--- src/rtl/gmii_rx.sv ---
// +----------------------------------------------------------------------+
// | gmii_rx : GMII receive framer with preamble strip and CRC-32 check    |
// | Revision: 1.0                                                         |
// +----------------------------------------------------------------------+
`default_nettype none

module gmii_rx (
  input  logic        gmii_rx_clk,
  input  logic        sys_rst,
  input  logic        gmii_rx_dv,
  input  logic        gmii_rx_er,
  input  logic [7:0]  gmii_rxd,
  input  logic        fifo_full,
  output logic        fifo_dv,
  output logic [7:0]  fifo_dout,
  output logic        fifo_sof,
  output logic        fifo_eof,
  output logic        fifo_crc_ok,
  output logic        fifo_err,
  output logic [15:0] drop_cnt
);

  localparam logic [1:0] IDLE = 2'd0;
  localparam logic [1:0] PRE  = 2'd1;
  localparam logic [1:0] DATA = 2'd2;
  localparam logic [1:0] DROP = 2'd3;

  localparam logic [31:0] c_crc_poly    = 32'hEDB8_8320;
  localparam logic [31:0] c_crc_residue = 32'hDEBB_20E3;
  localparam logic [10:0] c_cnt_max     = 11'h7FF;
  localparam logic [10:0] c_len_min     = 11'd64;
  localparam logic [10:0] c_len_max     = 11'd1522;

  logic [1:0]  r_state;
  logic [7:0]  r_hold;
  logic        r_held;
  logic        r_first;
  logic        r_er;
  logic [31:0] r_crc;
  logic [10:0] r_cnt;

  logic [31:0] w_crc_next;
  logic        w_len_bad;

  function automatic logic [31:0] crc_byte(input logic [31:0] crc, input logic [7:0] d);
    logic [31:0] c;
    c = crc ^ {24'h0, d};
    for (int k = 0; k < 8; k++) begin
      c = c[0] ? ((c >> 1) ^ c_crc_poly) : (c >> 1);
    end
    return c;
  endfunction

  assign w_crc_next = crc_byte(r_crc, gmii_rxd);
  assign w_len_bad  = (r_cnt < c_len_min) || (r_cnt > c_len_max);

  always_ff @(posedge gmii_rx_clk) begin
    if (sys_rst) begin
      r_state     <= IDLE;
      r_hold      <= 8'h00;
      r_held      <= 1'b0;
      r_first     <= 1'b0;
      r_er        <= 1'b0;
      r_crc       <= 32'h0;
      r_cnt       <= 11'd0;
      fifo_dv     <= 1'b0;
      fifo_dout   <= 8'h00;
      fifo_sof    <= 1'b0;
      fifo_eof    <= 1'b0;
      fifo_crc_ok <= 1'b0;
      fifo_err    <= 1'b0;
      drop_cnt    <= 16'h0000;
    end else begin
      fifo_dv     <= 1'b0;
      fifo_sof    <= 1'b0;
      fifo_eof    <= 1'b0;
      fifo_crc_ok <= 1'b0;
      fifo_err    <= 1'b0;
      case (r_state)
        IDLE: begin
          if (gmii_rx_dv && gmii_rxd == 8'h55) r_state <= PRE;
        end
        PRE: begin
          if (!gmii_rx_dv) begin
            r_state <= IDLE;
          end else if (gmii_rxd == 8'hD5) begin
            r_state <= DATA;
            r_crc   <= 32'hFFFF_FFFF;
            r_cnt   <= 11'd0;
            r_er    <= 1'b0;
            r_held  <= 1'b0;
            r_first <= 1'b1;
          end else if (gmii_rxd != 8'h55) begin
            r_state <= DROP;
          end
        end
        DATA: begin
          if (gmii_rx_dv) begin
            // A blocked write truncates the frame; the rest of it is discarded in DROP.
            if (r_held && fifo_full) begin
              drop_cnt <= drop_cnt + 16'd1;
              r_state  <= DROP;
            end else begin
              if (r_held) begin
                fifo_dv   <= 1'b1;
                fifo_dout <= r_hold;
                fifo_sof  <= r_first;
                r_first   <= 1'b0;
              end
              r_hold <= gmii_rxd;
              r_held <= 1'b1;
              r_crc  <= w_crc_next;
              if (r_cnt != c_cnt_max) r_cnt <= r_cnt + 11'd1;
              if (gmii_rx_er) r_er <= 1'b1;
            end
          end else begin
            r_state <= IDLE;
            r_held  <= 1'b0;
            if (r_held) begin
              if (fifo_full) begin
                drop_cnt <= drop_cnt + 16'd1;
                r_state  <= DROP;
              end else begin
                fifo_dv     <= 1'b1;
                fifo_dout   <= r_hold;
                fifo_sof    <= r_first;
                fifo_eof    <= 1'b1;
                fifo_crc_ok <= (r_crc == c_crc_residue);
                fifo_err    <= r_er || w_len_bad;
                r_first     <= 1'b0;
              end
            end
          end
        end
        DROP: begin
          if (!gmii_rx_dv) r_state <= IDLE;
        end
        default: r_state <= IDLE;
      endcase
    end
  end

endmodule

`default_nettype wire

--- config.mk ---
export PLATFORM = sky130hd
export DESIGN_NAME = gmii_rx
export DESIGN_NICKNAME = d
export VERILOG_FILES = /design/src/rtl/gmii_rx.sv
export SDC_FILE = /design/constraint.sdc
export NUM_CORES = 1
export LEC_CHECK = 0
export ABC_AREA = 1
export CAP_MARGIN = 20
export CORE_MARGIN = 2
export CORE_UTILIZATION = 30
export CTS_CLUSTER_SIZE = 30
export DETAILED_ROUTE_END_ITERATION = 8
export GPL_ROUTABILITY_DRIVEN = 0
export PLACE_DENSITY = 0.45
export SLEW_MARGIN = 20
export SYNTH_ARGS = -nofsm -noshare
export SYNTH_HDL_FRONTEND = slang
export SYNTH_SLANG_ARGS = --single-unit
--- constraint.sdc ---
create_clock -name gmii_rx_clk -period 2.1 [get_ports gmii_rx_clk]
set_input_delay 0.63 -clock gmii_rx_clk [delete_from_list [all_inputs] [get_ports gmii_rx_clk]]
set_output_delay 0.63 -clock gmii_rx_clk [all_outputs]
set_load 0.01 [all_outputs]
**After elaboration in Yosys (flattened, before gate mapping)**

Index checks and enable logic that the tools add are counted.

- Bitwise gates (word level): 12
- Shifts and indexed selects: 0
- $mul: 0
- Reduce and logical (&&, ||, !) cells: 21
- Order comparisons: 2
- $add $sub $neg: 2
- Div/mod/pow operators: 0
- Muxes and demuxes: 65
- Eq/ne operators: 25

Operator list:

| kind | number |
|---|---|
| 32-bit two-way mux | 12 |
| 13-bit NOT with 14-bit output | 8 |
| 16-bit two-way mux | 4 |
| 32-bit one-hot mux with 2 select lines | 1 |
| 11-bit two-way mux | 5 |
| 8-bit two-way mux | 5 |
| 32-bit equality test (second input constant) | 1 |
| 32-bit by 8-bit XOR with 32-bit output | 1 |
| 1-bit two-way mux | 24 |
| 11-bit one-hot mux with 2 select lines | 1 |
| 2-bit != test (second input constant) | 10 |
| 2-bit two-way mux | 9 |
| 16-bit by 1-bit adder with 16-bit output (second input constant) | 1 |
| 3-bit != test (second input constant) | 5 |
| 4-bit AND reduction | 3 |
| 6-bit AND reduction | 2 |
| 11-bit by 1-bit adder with 11-bit output (second input constant) | 1 |
| 11-bit greater-than comparator (second input constant) | 1 |
| 11-bit by 7-bit less-than comparator with 1-bit output (second input constant) | 1 |
| 11-bit != test (second input constant) | 1 |
| 5-bit AND reduction | 2 |
| 8-bit by 7-bit equality test with 1-bit output (second input constant) | 1 |
| 8-bit equality test (second input constant) | 1 |
| 8-bit by 7-bit != test with 1-bit output (second input constant) | 1 |
| 16 further kinds | 26 |

- Logic and storage cells: 141
- ROM bits: 0
- Bits in registers: 85
- Latch bits: 0
- Output and inout port bits: 29
- Input port bits: 13
- Memories kept: 0
- Memory bits (writable): 0

**Depth between registers and ports, before layout**

Gate-level depths: netlist (run 1).

- Depth in word-level cells: 20
- Gate-level depth with buffers: 13
- Depth with buffers taken out: 13

**Worst setup path after synthesis (run 1)**

OpenSTA, ideal clock, no wires.

- Kind: input-to-reg
- From: input gmii_rxd[0]
- To: register r_crc[4]
- Setup slack: 284 ps
- Cell stages on the path: 9
- Data arrival time: 1701 ps
- Data required time: 1985 ps
- Setup time: 115 ps
- Path buffers: 0
- Cell sequence: inv_1 -> nand2_1 -> nand2_2 -> nand2_1 -> nand2_2 -> xor2_1 -> o21ai_0 -> o21ai_0 -> inv_1

- Cells in the longest elaborated chain, start to end: 12
- Elaborated cells between the ends (all ways): 15
- Those cells by class: 2 x eq/ne; 11 x mux; 1 x bitwise; 1 x reduce/logical

RTL lines:

| what | RTL line | text |
|---|---|---|
| from (decl) | 12 | `input logic [7:0] gmii_rxd,` |
| 32-bit by 8-bit XOR with 32-bit output | 47 | `c = crc ^ {24'h0, d};` |
| 32-bit two-way mux (8 in series) | 49 | `c = c[0] ? ((c >> 1) ^ c_crc_poly) : (c >> 1);` |
| 32-bit two-way mux | 100 | `if (r_held && fifo_full) begin` |
| 32-bit two-way mux | 98 | `if (gmii_rx_dv) begin` |
| 32-bit one-hot mux with 2 select lines | 79 | `case (r_state)` |
| to (signal assigned) | 112 | `r_crc <= w_crc_next;` |
| to (decl) | 39 | `logic [31:0] r_crc;` |

Parallel ways exist; a longest one is shown, timed or not. The select of a mux whose other input is x is not followed.
A chain may end at the register's enable or synchronous reset.

**Worst setup path in the final report (run 1)**

- From: input gmii_rxd[6]
- To: register r_crc[25]

- Cells in the longest elaborated chain, start to end: 13
- Elaborated cells between the ends (all ways): 16
- Those cells by class: 2 x eq/ne; 11 x mux; 2 x bitwise; 1 x reduce/logical

RTL lines:

| what | RTL line |
|---|---|
| 32-bit by 8-bit XOR with 32-bit output | 47 |
| 13-bit NOT with 14-bit output (no line) | -- |
| 32-bit two-way mux (8 in series) | 49 |
| 32-bit two-way mux | 100 |
| 32-bit two-way mux | 98 |
| 32-bit one-hot mux with 2 select lines | 79 |

Parallel ways exist; a longest one is shown, timed or not. The select of a mux whose other input is x is not followed.

==> run metrics, run 1 <==
Final Cycle Share=between 90% and 100%; die extent in x=between 100 and 150 um; crit start category=input pin; Vias/cell=approximately 4.6; Design Power=slightly below 7 mW; WL final=14600 um; Synth area leaders=dfxtp_1 (36%), nand2_1 (15%), inv_1 (6.5%), a21oi_1 (6.0%), nor2_1 (5.7%); grt total ovfl=0; max frequency=~0.50 GHz; Area Overhead vs Synth=38.36%; drt first pass iters=4; EDFF count, synth=0; Yosys top cell area share=36.13%; most frequent cell after synthesis=nand2_1; Primary FF master, synth=dfxtp_1; CTS H-tree lvls=3; full die area=approximately 17000 um^2; synth warn=0; grt met1 use=22.47%; pin count of the biggest net entering global routing=27; hold slack=about 0.46 ns; Least-Margin Pin Slew=approximately 0.43 ns; via count=approximately 4.9k; clock-pin slew on the worst setup and hold paths=roughly 0.060 ns; cell taking the most area after synthesis=dfxtp_1; number of global-route vias before repair=~4.7k; Synth async-reset ratio=0%; gr busiest metal=met2; number of diodes=0; cts hold-fix bufs=0; most instantiated cells after synthesis=nand2_1 (182), dfxtp_1 (85), inv_1 (82), nor2_1 (72), a21oi_1 (56); Starting Density=30.87%; Mapped Area=roughly 4700 um^2; synth unique cells=41; Die Ht=roughly 130 um; TritonCTS clock tree=built; sequential fraction of the synthesis area=between 30% and 40%; CTS sink count=85; Pleak=2.859 nW; clk_skew=0.005682 ns; Core Rows=45; syn_area_per_cell=6.699 um^2; initial antenna violation count=0; Iteration-0 DRC Markers=269; final worst setup slack=between 0.09 and 0.1 ns; Port Buffers=41; GR Util met2=a little under a third; Final Hold Vio Count=0; Max Cap Viol=0; routed len/inst=13.87 um; core area=15260 um^2; first-pass GRT wire length=approximately 24000 um; worst vdd ir=0.0006420 V; GR Util met3=roughly 3.5%; Ports=42; Max clock buf depth=2; reg2reg setup slack=0.18 ns; flops & latches, synth=between 80 and 90; clk_lat worst skew=roughly 0.35 ns; Setup crit end kind=register; share of layout cells above drive strength 1=around a fifth; GRT Overall Usage=a little under a fifth; post-route ant nets=0; cell area power density=~1100 nW/um^2; root buffer cell=clkbuf_16; WP data arrival=approximately 2.3 ns; crit-path max FO=6; Gate Count Post-Synth=about 700; Setup violations, final=0; worst slack at placement=-0.4179 ns; Hold Path Class=register to register; WS Path Type=input pin to register; syn_nets=718; Max Slew Vio Count=0; Slew headroom=71.17%; Worst Path Required=roughly 2.4 ns; fin nets=between 800 and 900; hpwl dp=between 10000 and 15000 um; status=finished clean; Residual DRC=0; Num CTS Buffers=9; crit path time final=between 2 and 2.5 ns
[per-layer routing]
metal	up-vias	part of all wire (%)
met5	-	0
met1	2228	45
met3	16	3.7
met4	0	2.2
met2	91	49
li1	2548	-
[through the flow]
step / util (%) / TNS [ns] / instances / area, um^2
floorplan: - / 0 / 703 / 4710
global placement: 39.74 / -16.82 / 1033 / 6063
detailed placement: 39.74 / -19.00 / 1033 / 6063
CTS: 41.68 / 0 / 1050 / 6360
global route: 42.71 / -0.01794 / 1053 / 6516
finish: 42.71 / 0 / 1053 / 6516
[final timing paths]
path               startpoint           to  cells past startpoint
setup / recovery  gmii_rxd[6]    r_crc[25]                     12
setup reg to reg   r_state[1]  fifo_crc_ok                      7
hold / removal    drop_cnt[7]  drop_cnt[7]                      2
hold reg to reg   drop_cnt[7]  drop_cnt[7]                      2
[flip-flops by register name, summed over array words and instances, names as in the netlist]
name	flops
r_cnt	11
r_held	1
fifo_dout	8
r_hold	8
fifo_crc_ok	1
r_crc	32
fifo_eof	1
fifo_sof	1
drop_cnt	16
r_er	1
r_state	2
r_first	1
fifo_dv	1
fifo_err	1
[final cells by class]
cell class	count	area (um^2)
fillers	1571	8742
multi-input cells	516	2718
flip-flops and latches	85	1702
repair buffers	140	1222
inverters	85	325.3
well taps	211	264.0
clock buffers	12	236.5
clock inverters	4	48.80
[where the power goes]
part	leakage, nW	internal (mW)	switching, mW	total (mW)
clock	0.141	0.922	0.678	1.60
combinational	2.03	1.33	1.81	3.15
sequential	0.689	1.88	0.263	2.14
total	2.86	4.13	2.75	6.89
[cells by family after synthesis]
| family | share of synthesized area, % |
|---|---|
| compound gates | 15.97 |
| xor+xnor | 6.137 |
| fa+ha+maj | 0.5313 |
| buf+inv | 8.555 |
| flops | 36.13 |
| simple gates | 32.68 |
[worst max-delay path, stage by stage]
cell and delay [ns]:
clkdlybuf4s50_1 0.45, buf_4 0.15, nand2_1 0.05, nand2_1 0.08, nand2_1 0.08, nand2_2 0.10, xor2_1 0.18, buf_4 0.16
a21oi_1 0.12, o21ai_1 0.14, nand2_1 0.08, inv_1 0.04
[cell usage in the layout, fill, tap and decap left out, drive strengths merged, types with 2 or more instances in the layout]
| cell type | n |
|---|---|
| clkinv | 3 |
| dfxtp | 85 |
| nor3 | 6 |
| dlymetal6s2s | 5 |
| a21oi | 57 |
| xor2 | 26 |
| o21a | 2 |
| nand4 | 9 |
| nor2 | 77 |
| nor4 | 8 |
| nand3 | 44 |
| and2 | 2 |
| o21ai | 63 |
| clkdlybuf4s50 | 35 |
| o211ai | 2 |
| buf | 99 |
| inv | 84 |
| nor3b | 7 |
| a211oi | 2 |
| nand2 | 188 |
| xnor2 | 7 |
| o21bai | 5 |
| ha | 2 |
| a31oi | 6 |
| clkbuf | 12 |
[timing repair]
| action | in CTS | in global routing |
|---|---|---|
| buffers inserted | 1 | 3 |
| setup endpoints to repair | 4 | 44 |
| gates resized for setup | 7 | 38 |
| pin swaps | 4 | 7 |
(Power assumes the default switching activity.)
==> run 2: changes to the inputs <==
--- a/config.mk
+++ b/config.mk
@@ -7,12 +7,13 @@
 export LEC_CHECK = 0
 export ABC_AREA = 1
 export CAP_MARGIN = 20
-export CORE_MARGIN = 2
+export CORE_MARGIN = 4
 export CORE_UTILIZATION = 30
 export CTS_CLUSTER_SIZE = 30
 export DETAILED_ROUTE_END_ITERATION = 8
 export GPL_ROUTABILITY_DRIVEN = 0
 export PLACE_DENSITY = 0.45
+export SETUP_SLACK_MARGIN = 0.05
 export SLEW_MARGIN = 20
 export SYNTH_ARGS = -nofsm -noshare
 export SYNTH_HDL_FRONTEND = slang
==> run 2 against run 1 <==
- via count up 0.16%
- clock skew down 0.0013 ns
- wire length down 0.55%
- critical path type unchanged
- highest routed layer unchanged
==> run metrics, run 2 (same netlist as run 1, synthesis figures left out) <==
status=finished clean; worst vdd ir=between 0.0005 and 0.0006 V; WP data arrival=between 2 and 2.5 ns; highest metal used=met4; first-pass GRT wire length=around 24000 um; TritonCTS clock tree=built; Vias/cell=4.636; fin nets=approximately 860; clock-pin slew on the worst setup and hold paths=~0.060 ns; Final Cycle Share=between 90% and 100%; via count=4891; share of layout cells above drive strength 1=about 20%; Residual DRC=0; Reg power frac=between 30% and 40%; clock share of power=between 20% and 30%; full die area=approximately 18000 um^2; biggest regs=r_crc: 32 flops, drop_cnt: 16 flops, r_cnt: 11 flops; Port Buffers=41; crit start category=input pin; Slew headroom=between 70 and 80%; crit-path leading delay family=buffers and inverters; max incr delay on CP=0.50 ns; Num CTS Buffers=9; Least-Margin Pin Slew=between 0.4 and 0.5 ns; number of global-route vias before repair=4823; cell area power density=roughly 1000 nW/um^2; Ports=between 40 and 50; CP most frequent cell=nor2_4; Setup violations, final=0; Largest register FFs=32; post-route ant nets=0; cts hold-fix bufs=0; Pint=approximately 4.2 mW; GRT Overall Usage=about 17%; Max Slew Vio Count=0; Setup crit end kind=register; met3 WL post-DR=slightly below 600 um; clk_skew=about 0.0044 ns; Core Rows=45; crit-path max FO=6; most frequent cells in the layout=nand2_1 (171), buf_4 (96), dfxtp_1 (85), inv_1 (77), nor2_1 (66); WL met1=roughly 6600 um; core area=15310 um^2; root buffer cell=clkbuf_16; Starting Density=a little under a third; most common cell after layout, fill and taps aside=nand2_1; Max Cap Viol=0; met2 routed WL=around 7000 um; Worst Path Required=around 2.3 ns; Psw=between 2 and 3 mW; WL final=14520 um; Most flops, register=r_crc; CTS H-tree lvls=3; Iteration-0 DRC Markers=189; Final Hold Vio Count=0; Pleak=2.892 nW; WS Path Type=input pin to register; hpwl dp=~11000 um; Placed Cells=1032; Die Ht=roughly 130 um; worst path bufs/invs=4; Net Sw Frac=between 30% and 40%; grt total ovfl=0; combinational share of power=a little under half; CTS sink count=85; crit path time final=around 2.0 ns; Critical Path Slowest Stage Cell=clkdlybuf4s50_1; post-route insts no fill=~1.1k; critical path, cell by cell=clkdlybuf4s50_1 > inv_2 > nor2_4 > o21ai_4 > nor2_4 > inv_4 > buf_4 > a31oi_1 > a21oi_1; routed len/inst=about 14 um; hold slack=roughly 0.47 ns; clk_lat worst skew=between 0.3 and 0.4 ns; Hold Path Class=register to register; initial antenna violation count=0; Area Overhead vs Synth=39.19%; die extent in x=about 130 um; drt first pass iters=5; pin count of the biggest net entering global routing=28; Max clock buf depth=2; number of diodes=0; unrepaired setup endpoints after global routing=true; max frequency=slightly above 0.5 GHz
run 2: cell count changes in the layout (fill, tap and decap cells not counted), moves of 2 or more:
cell             previous run  this run
dlygate4sd2_1               1         3
buf_4                      93        96
buf_12                      4         6
nor2_2                      4         6
clkdlybuf4s50_1            35        33
o21ai_0                    51        49
run 2: cell type report:
cell class	count	area, um^2
repair buffers	144	1271
fillers	1601	8760
flip-flops and latches	85	1702
clock inverters	2	35.03
inverters	85	321.6
well taps	211	264.0
clock buffers	12	246.5
multi-input cells	516	2715
run 2: stage by stage:
step / instance area, um^2 / TNS [ns] / power, mW / setup slack [ns] / utilization [%]
after floorplan: 4710 / 0 / 3.917 / 0.2836 / -
after global placement: 6081 / -17.09 / 5.162 / -0.4088 / 39.71
after detailed placement: 6081 / -19.56 / 5.179 / -0.4426 / 39.71
after CTS: 6412 / 0 / 6.825 / 0.02459 / 41.87
after global routing: 6555 / 0 / 7.428 / 0.02931 / 42.80
final: 6555 / 0 / 6.881 / 0.1422 / 42.80
run 2: power by group through the flow:
stage	registers (mW)	logic, mW	clock network (mW)
after global placement	2.18	2.99	0
after global routing	2.18	3.53	1.72
final	2.15	3.16	1.58
after floorplan	2.08	1.83	0
after CTS	2.14	3.05	1.64
after detailed placement	2.17	3.01	0
run 2: routing by layer:
| metal | GRT usage [%] | vias up |
|---|---|---|
| li1 | - | 2545 |
| met5 | 0 | - |
| met2 | 28.95 | 88 |
| met1 | 21.14 | 2238 |
| met3 | 3.814 | 20 |
| met4 | 6.057 | 0 |
run 2: timing repair:
| action | CTS | global route |
|---|---|---|
| buffers inserted | 4 | 5 |
| setup endpoints to repair | 31 | 59 |
| pin swaps | 5 | 9 |
| gates resized for setup | 14 | 34 |
run 2: final timing paths:
path              start          end  slack, ns  cells after the start
max          gmii_rx_dv    r_crc[28]       0.14                      9
min                r_er         r_er       0.47                      2
min reg2reg        r_er         r_er       0.47                      2
max reg2reg  r_state[1]  fifo_crc_ok       0.29                      7
run 2: worst reg2reg max path: stages (launching register included):
cell     delay, ns
dfxtp_1       0.52
nand2_4       0.19
inv_1         0.16
nand2_1       0.08
nor2_1        0.12
nand2_1       0.14
nor4_1        0.37
buf_4         0.17
==> run 3: changes to the inputs <==
--- a/config.mk
+++ b/config.mk
@@ -7,7 +7,6 @@
 export LEC_CHECK = 0
 export ABC_AREA = 1
 export CAP_MARGIN = 20
-export CORE_MARGIN = 4
 export CORE_UTILIZATION = 30
 export CTS_CLUSTER_SIZE = 30
 export DETAILED_ROUTE_END_ITERATION = 8
==> run 3 against run 2 <==
- sequential power about the same
- register-to-register slack worse by 0.05 ns
- final area up 0.99%
- via count up 1.7%
- flip-flop and latch count did not move
- combinational power grew 3%
- critical path depth unchanged
- clock power is 10% higher
- final cell count grew 0.76%
==> run metrics, run 3 (same netlist as run 1, synthesis figures left out) <==
clock-pin slew on the worst setup and hold paths=~0.060 ns; Most flops, register=r_crc; biggest regs=r_crc: 32 flops, drop_cnt: 16 flops, r_cnt: 11 flops; cell area after layout=~6600 um^2; GRT Overall Usage=about a fifth; unrepaired setup endpoints after global routing=false; WS Path Type=input pin to register; Residual DRC=0; Area Overhead vs Synth=40.57%; Pleak=2.910 nW; hold slack=around 0.46 ns; Placed Cells=between 1k and 1.5k; initial antenna violation count=0; fin nets=862; share of layout cells above drive strength 1=20.54%; TritonCTS clock tree=built; Final Hold Vio Count=0; clk_skew=about 0.011 ns; most common cell after layout, fill and taps aside=nand2_1; Num CTS Buffers=9; Starting Density=between 30 and 40%; Final Cycle Share=between 90% and 100%; Placement Cell Area=between 6000 and 7000 um^2; WL final=roughly 15000 um; first-pass GRT wire length=23710 um; Worst Path Required=~2.4 ns; cell area power density=1078 nW/um^2; number of global-route vias before repair=4633; WP data arrival=approximately 2.2 ns; post-route ant nets=0; most frequent cells in the layout=nand2_1 (167), buf_4 (102), dfxtp_1 (85), inv_1 (77), nor2_1 (67); Slew headroom=just over 70%; fin util=approximately 43%; Port Buffers=around 40; crit-path max FO=7; crit path time final=a little under 2 ns; Largest register FFs=32; clk_lat worst skew=~0.36 ns; full die area=16200 um^2; core area=roughly 15000 um^2; Least-Margin Pin Slew=~0.44 ns; CTS H-tree lvls=3; Hold Path Class=register to register; Ports=42; hpwl dp=between 10000 and 15000 um; Die Ht=roughly 130 um; fillers=between 1.5k and 2k; path depth of the worst reg2reg path=8; drt first pass iters=4; Cells on Worst Hold Path=2; Vias/cell=roughly 4.7; die extent in x=about 130 um; Max Slew Vio Count=0; Iteration-0 DRC Markers=234; Core Rows=45; crit start category=input pin; grt total ovfl=0; number of diodes=0; status=finished clean; Design Power=just over 7 mW; Setup crit end kind=register; Max clock buf depth=2; root buffer cell=clkbuf_16; via count=roughly 5k; post-route insts no fill=around 1.1k; Max Cap Viol=0; routed len/inst=between 10 and 15 um; Setup violations, final=0; worst vdd ir=just under 0.0005 V; pin count of the biggest net entering global routing=30; cts hold-fix bufs=0; max frequency=roughly 0.51 GHz; CTS sink count=between 80 and 90
## run 3: layout make-up
class | instances | area [um^2] | share of cell area, %
Sequential cell | 85 | 1702 | 25.70
Tap cell | 211 | 264.0 | 3.988
Multi-Input combinational cell | 516 | 2720 | 41.09
Inverter | 85 | 321.6 | 4.857
Clock buffer | 12 | 236.5 | 3.572
Timing Repair Buffer | 150 | 1304 | 19.69
Clock inverter | 4 | 72.57 | 1.096
## run 3: worst paths after layout
path / endpoint / from / slack (ns)
worst max-delay path: r_crc[29] / gmii_rx_dv / 0.14
worst min-delay path: drop_cnt[7] / drop_cnt[7] / 0.46
worst max register to register: r_crc[29] / r_state[1] / 0.24
worst min register to register: drop_cnt[7] / drop_cnt[7] / 0.46
## run 3: critical path: stages
cell	delay [ns]
clkdlybuf4s50_1	0.51
inv_2	0.09
nor2_4	0.14
o21ai_4	0.09
nor2_4	0.25
buf_4	0.21
o21ai_0	0.09
o21ai_0	0.15
inv_1	0.05
## run 3: layer usage
layer  vias to the layer above  wire (um)  GRT usage, %
met5                         -          0             0
met4                         0        371         8.403
met3                        19        519         3.476
met2                       100       7189         32.43
met1                      2286       6794         23.67
li1                       2567          -             -
## run 3: where the power goes
group | internal (mW) | switching [mW] | total [mW]
sequential | 1.88 | 0.274 | 2.15
combinational | 1.40 | 1.84 | 3.24
clock | 1.04 | 0.698 | 1.74
total | 4.32 | 2.82 | 7.13
## run 3: repair_timing
item | 4_1_cts | 5_1_grt
setup endpoints to repair | 27 | 55
buffers inserted | 2 | 7
cloned | 0 | 1
resized for setup | 16 | 36
pin swaps | 5 | 9
## run 3: per-stage QoR
| step | setup WS (ns) | setup TNS, ns |
|---|---|---|
| 2_1_floorplan | 0.2836 | 0 |
| 3_5_place_dp | -0.4043 | -19.85 |
| 6_report | 0.1406 | 0 |
| 4_1_cts | 0.06238 | 0 |
| 5_1_grt | 0.04548 | 0 |
| 3_3_place_gp | -0.4175 | -18.28 |
